### config.mk
export PLATFORM = sky130hd
export DESIGN_NAME = team_id_snapshot
export DESIGN_NICKNAME = d
export VERILOG_FILES = /design/src/rtl/team_id_snapshot.sv
export SDC_FILE = /design/constraint.sdc
export NUM_CORES = 1
export LEC_CHECK = 0
export BUFFER_PORTS_ARGS = -buffer_cell sky130_fd_sc_hd__buf_2
export CAP_MARGIN = 30
export CORE_UTILIZATION = 50
export DETAILED_ROUTE_END_ITERATION = 6
export GPL_TIMING_DRIVEN = 0
export PLACE_DENSITY = 0.78
export SLEW_MARGIN = 20
export SYNTH_ARGS = -nofsm -noshare
export SYNTH_HDL_FRONTEND = slang
export SYNTH_SLANG_ARGS = --single-unit
### constraint.sdc
create_clock -name mclk -period 2.66 [get_ports mclk]
set_input_delay 0.399 -clock mclk [delete_from_list [all_inputs] [get_ports mclk]]
set_output_delay 0.399 -clock mclk [all_outputs]
set_load 0.005 [all_outputs]
### src/rtl/team_id_snapshot.sv
// team_id_snapshot: debounced multi-word team-ID reader on the 16-bit peripheral bus.
// The radio ID bus is synchronised and must hold steady for STABLE_CYCLES before it is
// copied into an atomic snapshot, so software always reads a coherent multi-word value.
// Change detection, a saturating change counter, manual/automatic capture and a level
// interrupt are provided.
module team_id_snapshot #(
    parameter logic [14:0] BASE_ADDR     = 15'h01B0,
    parameter int          DEC_WD        = 4,
    parameter int          NUM_WORDS     = 2,
    parameter int          STABLE_CYCLES = 16
) (
    input  logic                   mclk,
    input  logic                   puc_rst,
    input  logic [13:0]            per_addr,
    input  logic [15:0]            per_din,
    input  logic                   per_en,
    input  logic [1:0]             per_we,
    input  logic [16*NUM_WORDS-1:0] id_in,
    output logic [15:0]            per_dout,
    output logic                   irq_id_chg
);

    localparam int ID_W     = 16 * NUM_WORDS;
    localparam int CNT_W    = $clog2(STABLE_CYCLES + 1);
    localparam int OFF_W    = DEC_WD - 1;          // word-offset bits inside the window
    localparam int NUM_REGS = 2 ** OFF_W;
    localparam logic [CNT_W-1:0] CNT_MAX = CNT_W'(STABLE_CYCLES);

    // Word offsets of the fixed registers; ID words follow from ID_BASE upward.
    localparam logic [OFF_W-1:0] OFF_CTL  = OFF_W'(0);
    localparam logic [OFF_W-1:0] OFF_STAT = OFF_W'(1);
    localparam int               ID_BASE  = 2;

    // ------------------------------------------------------------------
    // Bus decode
    // ------------------------------------------------------------------
    logic             reg_sel;
    logic             reg_rd;
    logic             reg_wr_lo;
    logic [OFF_W-1:0] word_off;
    logic             ctl_wr;
    logic             stat_wr;

    assign reg_sel   = per_en && (per_addr[13:DEC_WD-1] == BASE_ADDR[14:DEC_WD]);
    assign word_off  = per_addr[OFF_W-1:0];
    assign reg_rd    = reg_sel && (per_we == 2'b00);
    // Only the low byte carries control/status bits, so a high-byte-only write does nothing.
    assign reg_wr_lo = reg_sel && per_we[0];
    assign ctl_wr    = reg_wr_lo && (word_off == OFF_CTL);
    assign stat_wr   = reg_wr_lo && (word_off == OFF_STAT);

    // Upper write-data bits carry no register fields.
    logic unused_din;
    assign unused_din = ^per_din[15:3];

    // ------------------------------------------------------------------
    // State
    // ------------------------------------------------------------------
    logic [ID_W-1:0]  s1_reg;
    logic [ID_W-1:0]  s2_reg;
    logic [ID_W-1:0]  s_prev_reg;
    logic [ID_W-1:0]  snap_reg;
    logic [CNT_W-1:0] cnt_reg;
    logic [CNT_W-1:0] cnt_next;
    logic             ie_reg;
    logic             auto_reg;
    logic             cap_pend_reg;
    logic             valid_reg;
    logic             chg_reg;
    logic [7:0]       chg_cnt_reg;

    logic             stable;
    logic             differs;
    logic             cap_fire;
    logic             cap_req;

    // Two-flop synchroniser plus a one-cycle history used to detect movement.
    always_ff @(posedge mclk) begin
        if (puc_rst) begin
            s1_reg     <= '0;
            s2_reg     <= '0;
            s_prev_reg <= '0;
        end else begin
            s1_reg     <= id_in;
            s2_reg     <= s1_reg;
            s_prev_reg <= s2_reg;
        end
    end

    assign stable = (s2_reg == s_prev_reg);

    // Stability count: restarts on any movement, saturates at the required length.
    always_comb begin
        cnt_next = cnt_reg;
        if (!stable) begin
            cnt_next = '0;
        end else if (cnt_reg != CNT_MAX) begin
            cnt_next = cnt_reg + CNT_W'(1);
        end
    end

    // Register the stability count.
    always_ff @(posedge mclk) begin
        if (puc_rst) begin
            cnt_reg <= '0;
        end else begin
            cnt_reg <= cnt_next;
        end
    end

    // Capture fires on a settled value that is new (or the first one) and is wanted.
    // cap_pend is used as registered, so a CAP write in the capture cycle waits one cycle.
    assign differs  = (s2_reg != snap_reg) || !valid_reg;
    assign cap_req  = auto_reg || cap_pend_reg;
    assign cap_fire = (cnt_reg == CNT_MAX) && stable && differs && cap_req;

    // Snapshot and its VALID flag.
    always_ff @(posedge mclk) begin
        if (puc_rst) begin
            snap_reg  <= '0;
            valid_reg <= 1'b0;
        end else if (cap_fire) begin
            snap_reg  <= s2_reg;
            valid_reg <= 1'b1;
        end
    end

    // Control bits IE/AUTO and the pending manual capture request.
    always_ff @(posedge mclk) begin
        if (puc_rst) begin
            ie_reg       <= 1'b0;
            auto_reg     <= 1'b0;
            cap_pend_reg <= 1'b0;
        end else begin
            if (ctl_wr) begin
                ie_reg   <= per_din[0];
                auto_reg <= per_din[1];
            end
            // A fresh CAP write outranks the clear from a capture in the same cycle.
            if (ctl_wr && per_din[2]) begin
                cap_pend_reg <= 1'b1;
            end else if (cap_fire) begin
                cap_pend_reg <= 1'b0;
            end
        end
    end

    // Change flag (write-1-to-clear, set wins) and saturating change counter.
    always_ff @(posedge mclk) begin
        if (puc_rst) begin
            chg_reg     <= 1'b0;
            chg_cnt_reg <= 8'd0;
        end else begin
            if (cap_fire && valid_reg) begin
                chg_reg <= 1'b1;
                if (chg_cnt_reg != 8'hFF) begin
                    chg_cnt_reg <= chg_cnt_reg + 8'd1;
                end
            end else if (stat_wr && per_din[1]) begin
                chg_reg <= 1'b0;
            end
        end
    end

    assign irq_id_chg = ie_reg && chg_reg;

    // ------------------------------------------------------------------
    // Read mux: one entry per word offset of the decode window
    // ------------------------------------------------------------------
    logic [15:0] rd_val [NUM_REGS];

    generate
        for (genvar gi = 0; gi < NUM_REGS; gi++) begin : g_rd
            if (gi == 0) begin : g_ctl
                assign rd_val[gi] = {14'd0, auto_reg, ie_reg};
            end else if (gi == 1) begin : g_stat
                assign rd_val[gi] = {chg_cnt_reg, 6'd0, chg_reg, valid_reg};
            end else if ((gi - ID_BASE) < NUM_WORDS) begin : g_id
                assign rd_val[gi] = snap_reg[(gi-ID_BASE)*16 +: 16];
            end else begin : g_none
                assign rd_val[gi] = 16'd0;
            end
        end
    endgenerate

    assign per_dout = reg_rd ? rd_val[word_off] : 16'd0;

endmodule

==> results of run 1 <==
-- worst paths after layout --
kind	startpoint	end	slack [ps]
max	snap_reg[18]	snap_reg[10]	140
min	id_in[23]	s1_reg[23]	180
max reg2reg	snap_reg[18]	snap_reg[10]	140
min reg2reg	s1_reg[26]	s2_reg[26]	430
-- cell usage after synthesis, types with 2 or more instances --
library cell	count	share of area
ha_1	3	0.0066
inv_1	7	0.0046
o21ai_0	4	0.0035
nor4_1	15	0.016
mux2_4	2	0.0053
or4_1	2	0.0026
clkbuf_1	18	0.012
mux2i_1	40	0.070
a22oi_1	9	0.012
nor2b_1	101	0.11
nor2_1	65	0.043
buf_1	3	0.0020
xor2_1	62	0.095
mux2_2	8	0.016
a21oi_1	5	0.0044
nand2_1	9	0.0059
nor3_1	3	0.0026
xnor2_1	7	0.011
nand4_1	8	0.0088
nand3_1	7	0.0061
dfxtp_1	146	0.51
mux4_2	2	0.0079
buf_12	3	0.011
-- area by class of cell --
type / count / area [sq um] / share of cell area
Inverter: 7 / 26.28 / 0.003855
Timing Repair Buffer: 69 / 345.3 / 0.05067
Clock inverter: 14 / 121.4 / 0.01781
Buffer: 26 / 155.1 / 0.02276
Clock buffer: 18 / 439.2 / 0.06444
Multi-Input combinational cell: 370 / 2629 / 0.3857
Tap cell: 140 / 175.2 / 0.02570
Sequential cell: 146 / 2924 / 0.4290
-- stage by stage --
| step | hold WS (ps) | utilization |
|---|---|---|
| after floorplan | 413.8 | - |
| after global placement | 421.4 | 0.5664 |
| after detailed placement | 421.2 | 0.5664 |
| after CTS | 169.9 | 0.6175 |
| after global routing | 177.6 | 0.6205 |
| final | 182.4 | 0.6205 |
-- what timing repair did --
item                                    in CTS  in global routing
endpoints found under the setup margin       0                 25
resized for setup                            0                  7
setup buffers                                0                  0
hold buffers                                 0                  0
-- report_power, final --
part           internal, mW  total, mW  switching [mW]
sequential             2.25       2.29          0.0421
combinational         0.105      0.215           0.110
clock                  1.25       2.22           0.974
total                  3.60       4.72            1.13
-- kinds of logic (layout without fill, tap and decap cells) --
| logic type | Yosys count | in the layout | share of synthesized area |
|---|---|---|---|
| buffers and inverters | 33 | 134 | 0.03183 |
| adder cells (fa/ha/maj) | 3 | 3 | 0.006585 |
| XOR/XNOR | 69 | 69 | 0.1060 |
| multiplexers | 52 | 52 | 0.09921 |
| AO/OA/AOI/OAI | 24 | 24 | 0.02832 |
| AND/OR/NAND/NOR | 222 | 222 | 0.2153 |
| flip-flops | 146 | 146 | 0.5127 |
-- layout by cell type (no fill, tap or decap), types with 9 or more instances in the layout --
master,n
a22oi_1,9
nor2_1,65
clkbuf_16,17
nor2b_1,101
clkbuf_1,18
mux2i_1,40
buf_2,70
xor2_1,62
dfxtp_1,145
nor4_1,11
-- worst max-delay path, cell delays in order (launching register included) --
cell and delay [ps]:
dfxtp_1 360, xor2_1 180, nor4_1 470, nand3_1 130, or4_4 480, nand4b_2 110
buf_6 200, buf_12 170, mux2i_1 210, nor2_1 60
-- per-layer routing --
layer  up-vias  track usage  wire (um)
met3        17      0.05738        558
met5         -            0          0
li1       1992            -          -
met4         0      0.08205        170
met1      1849       0.2612       5332
met2       109       0.4028       6129
==> qor.csv, run 1 <==
stage;metric;value;unit
timing;Tmin final;2516;ps
die;die area;11830;sq um
cells_and_area;Layout Nets;707;
synth;EDFF count, synth;0;
synth;synthesized area per cell;10.38;sq um
detailed_routing;routed len/inst;15.43;um
synth;synthesized flop and latch total;146;
timing;Relative slew margins;0.5738;
synth;post-synthesis sequential area ratio;0.5127;
timing;final worst path period share;0.9458;
cells_and_area;Post-Layout Inst Area;6815;sq um
die;I/O pin count;84;
timing;Fmax;397.5;MHz
timing;fin. max-slew vios;0;
worst_hold_path;Hold WC Path Type;input pin to flip-flop;
worst_setup_path;nature of the critical path endpoint;flip-flop;
timing;Final WS setup;144.1;ps
detailed_routing;WL final;12190;um
power_and_ir_drop;Static Leak;3.223;nW
timing;setup TNS;0;ps
timing;skew final;6.123;ps
cells_and_area;Layout area overhead;19.56;%
worst_setup_path;critical path required time;2950;ps
run;max cap viols;0;
synth;YS warnings;0;
grt;Total Routing Usage GR;0.2263;
die;Starting Density;0.5190;
synth;Synth Instances;549;
placed_design;pre-CTS setup slack;76.09;ps
cells_and_area;n_diodes;0;
cells_and_area;FILL cells;922;
clocking;largest buffer count on any clock path;2;
clocking;# clock sinks;146;
worst_setup_path;critical-path maximum fanout;10;
outcome;outcome;finished, final reports clean;
clocking;H-tree Lvls;4;
synth;asr flop ratio synth;0;
die;core area;10980;sq um
grt;largest net degree at the start of global routing;17;
timing;final hold violation count;0;
clocking;clock-pin transition on the worst setup and hold timing paths;60;ps
die;Die W;108.8;um
clocking;clock insertion delay at the later pin of the skew report;420;ps
synth;Mapped Nets;619;
grt;initial antenna violation count;0;
placed_design;Port-buffer cells;69;
cells_and_area;share of cells above drive strength 1;0.2015;
timing;slew of the pin with the lowest slew margin;639.2;ps
grt;vias in the first global route;3906;
placed_design;DP Area;6221;sq um
detailed_routing;DR iter-0 viols;129;
clocking;Root Buffer;clkbuf_16;
detailed_routing;# DRC;0;
die;num rows;38;
detailed_routing;drt via density;5.022;
placed_design;DP Cell Count;758;
timing;RSZ-0062 raised after global routing;no;
worst_setup_path;Worst Setup Start Kind;flip-flop;
grt;GRT Residual Overflow;0;
worst_setup_path;Worst Setup Path Type;flip-flop to flip-flop;
timing;Final setup viols;0;
detailed_routing;ANT nets after route;0;
placed_design;hpwl dp;9206;um
die;die height;108.8;um
synth;Primary FF master, synth;dfxtp_1;
synth;Netlist cell types;43;
detailed_routing;routed vias;3967;
detailed_routing;drt pass-1 iters;5;
power_and_ir_drop;Power Total;4.724;mW
power_and_ir_drop;Power Density;693.2;nW/um^2
worst_setup_path;Worst EP arrival;2800;ps
grt;first-pass GRT wire length;19400;um
placed_design;GPL Wtd Cong;0.8849;
worst_setup_path;worst reg2reg path depth;9;
clocking;CTS tree;built;
synth;Netlist Area Pre-Place;5700;sq um
clocking;cts bufs inserted;17;
worst_hold_path;cell count of the worst hold path;2;
cells_and_area;Final Non-Filler Cells;790;
power_and_ir_drop;peak supply drop;0.0004690;V
No activity file was read; power rests on OpenSTA's default activity.
==> inputs of run 2 (changes only) <==
--- a/config.mk
+++ b/config.mk
@@ -7,10 +7,10 @@
 export LEC_CHECK = 0
 export BUFFER_PORTS_ARGS = -buffer_cell sky130_fd_sc_hd__buf_2
 export CAP_MARGIN = 30
-export CORE_UTILIZATION = 50
+export CORE_UTILIZATION = 56
 export DETAILED_ROUTE_END_ITERATION = 6
 export GPL_TIMING_DRIVEN = 0
-export PLACE_DENSITY = 0.78
+export PLACE_DENSITY = 0.85
 export SLEW_MARGIN = 20
 export SYNTH_ARGS = -nofsm -noshare
 export SYNTH_HDL_FRONTEND = slang
==> constraint.sdc (replaced) <==
create_clock -name mclk -period 2.4 [get_ports mclk]
set_input_delay 0.36 -clock mclk [delete_from_list [all_inputs] [get_ports mclk]]
set_output_delay 0.36 -clock mclk [all_outputs]
set_load 0.005 [all_outputs]
==> run 2 against run 1 <==
Effect of this change:
- the run now ends with negative setup slack left
- sequential power is 11% higher
- first-iteration DRC count is 34% higher
- cell count is 1.1% higher
- wire length is 7.9% higher
- critical endpoint is now snap_reg[11]
- largest cell class unchanged
==> qor.csv, run 2 (synthesis gave the netlist of run 1 again) <==
stage;metric;value;unit
outcome;outcome;complete, but fails checks;
outcome;failing checks;negative setup slack;
clocking;H-tree Lvls;4;
power_and_ir_drop;Clk pwr share;0.477;
detailed_routing;DR iter-0 viols;173;
power_and_ir_drop;peak supply drop;0.0004949;V
placed_design;DP Cell Count;751;
worst_hold_path;Hold WC Path Type;input pin to flip-flop;
cells_and_area;Layout Nets;723;
cells_and_area;Layout area overhead;24.23;%
die;die area;10590;sq um
power_and_ir_drop;sequential share of power;0.476;
die;I/O pin count;84;
timing;fin. max-slew vios;0;
worst_setup_path;Reg-to-Reg Start;s2_reg[11];
cells_and_area;commonest non-fill, non-tap cell in the layout;dfxtp_1;
clocking;largest buffer count on any clock path;2;
die;core area;9819;sq um
power_and_ir_drop;internal power;4.046;mW
cells_and_area;FILL cells;708;
clocking;cts bufs inserted;17;
worst_setup_path;Worst Setup Path Type;flip-flop to flip-flop;
worst_hold_path;worst hold start;id_in[21];
timing;setup TNS;-1468;ps
detailed_routing;routed len/inst;16.46;um
clocking;Root Buffer;clkbuf_8;
timing;Final setup viols;38;
cells_and_area;Reg area;2950;sq um
detailed_routing;drt via density;5.269;
cells_and_area;Final Non-Filler Cells;799;
worst_setup_path;Worst Setup Start Kind;flip-flop;
worst_setup_path;reg-to-reg endpoint;snap_reg[11];
timing;skew final;8.734;ps
die;Starting Density;0.5805;
detailed_routing;# DRC;0;
worst_setup_path;CP startpoint;s2_reg[11];
timing;Fmax;403.0;MHz
cells_and_area;area used by multi-input combinational logic;2681;sq um
timing;Final WS setup;-81.28;ps
die;Die W;102.9;um
detailed_routing;ANT nets after route;0;
timing;Tmin final;2481;ps
power_and_ir_drop;Comb pwr share;0.047;
timing;final worst path period share;1.034;
detailed_routing;drt pass-1 iters;7;
grt;first-pass GRT wire length;19670;um
detailed_routing;wire length on met1;5506;um
cells_and_area;Post-Layout Inst Area;7082;sq um
die;die height;102.9;um
worst_setup_path;critical path required time;2800;ps
clocking;# clock sinks;146;
placed_design;hpwl dp;8961;um
detailed_routing;routed vias;4210;
cells_and_area;share of cells above drive strength 1;0.2628;
detailed_routing;met3 wire length;599;um
die;num rows;36;
run;max cap viols;0;
worst_setup_path;nature of the critical path endpoint;flip-flop;
worst_hold_path;Hold Path End;s1_reg[21];
power_and_ir_drop;Power Density;752.0;nW/um^2
worst_hold_path;cell count of the worst hold path;2;
worst_setup_path;worst reg2reg path depth;9;
worst_setup_path;Worst EP arrival;2880;ps
grt;GRT Residual Overflow;0;
power_and_ir_drop;Static Leak;3.350;nW
detailed_routing;wire length on met2;6613;um
power_and_ir_drop;sw power;1.279;mW
grt;largest net degree at the start of global routing;17;
grt;vias in the first global route;3919;
placed_design;Port-buffer cells;69;
timing;Relative slew margins;0.5367;
cells_and_area;n_diodes;0;
timing;final hold violation count;0;
grt;Total Routing Usage GR;0.2562;
timing;RSZ-0062 raised after global routing;yes;
clocking;hold_buf cts;0;
cells_and_area;commonest cells after routing, fill and taps aside;dfxtp_1, nor2b_1, buf_2;
power_and_ir_drop;switching power share of the total;0.2402;
timing;hold slack;34.92;ps
clocking;clock insertion delay at the later pin of the skew report;530;ps
worst_setup_path;r2r setup slk;-80;ps
placed_design;GPL Wtd Cong;0.8653;
clocking;clock-pin transition on the worst setup and hold timing paths;70;ps
placed_design;pre-CTS setup slack;-159.7;ps
clocking;CTS tree;built;
worst_setup_path;critical-path maximum fanout;6;
placed_design;DP Area;6212;sq um
detailed_routing;WL final;13160;um
detailed_routing;top layer in use;met4;
grt;initial antenna violation count;0;
timing;slew of the pin with the lowest slew margin;695.0;ps
[run 2: layout make-up]
type                            instances  area share
Sequential cell                       146      0.4166
Multi-Input combinational cell        370      0.3786
Timing Repair Buffer                   86     0.07420
Clock buffer                           18     0.06042
Tap cell                              133     0.02350
Buffer                                 25     0.02279
Clock inverter                         14     0.02014
Inverter                                7    0.003710
[run 2: per-stage QoR]
step	util	power [mW]
after floorplan	-	2.718
final	0.7212	5.325
after global placement	0.6326	2.811
after CTS	0.6995	5.333
after global routing	0.7212	5.495
after detailed placement	0.6326	2.821
[run 2: worst max-delay path by stage]
stage / to / slack, ps / cells after the start
4_1_cts: chg_cnt_reg[5] / -5 / 8
6_report: snap_reg[11] / -80 / 9
2_1_floorplan: snap_reg[10] / 250 / 9
3_5_place_dp: chg_cnt_reg[5] / -160 / 8
5_1_grt: snap_reg[11] / -150 / 9
3_3_place_gp: chg_cnt_reg[7] / -150 / 8
[run 2: repair_timing]
item                       CTS  global route
pin swaps                    6            12
setup endpoints to repair   36            54
buffers inserted             4            10
resized for setup           18            22
gates cloned                 0             3
[run 2: layer usage]
layer	global-route usage	vias up
met1	0.3058	2000
met4	0.1105	0
met3	0.06102	43
met2	0.4410	144
met5	0	-
li1	-	2023
[run 2: power groups by stage]
stage	clock network [mW]	logic [mW]	registers, mW
after floorplan	0	0.147	2.57
after global placement	0	0.227	2.58
after detailed placement	0	0.234	2.59
after CTS	2.56	0.243	2.54
after global routing	2.68	0.275	2.54
final	2.54	0.250	2.54
[run 2: critical path, stage by stage, from the launching register on]
cell and delay [ps]:
dfxtp_1 450, xor2_1 120, nor4_1 300, nand4_1 140
or4_4 590, nand4b_4 160, buf_12 160, clkbuf_16 150
mux2i_1 220, nor2_1 50
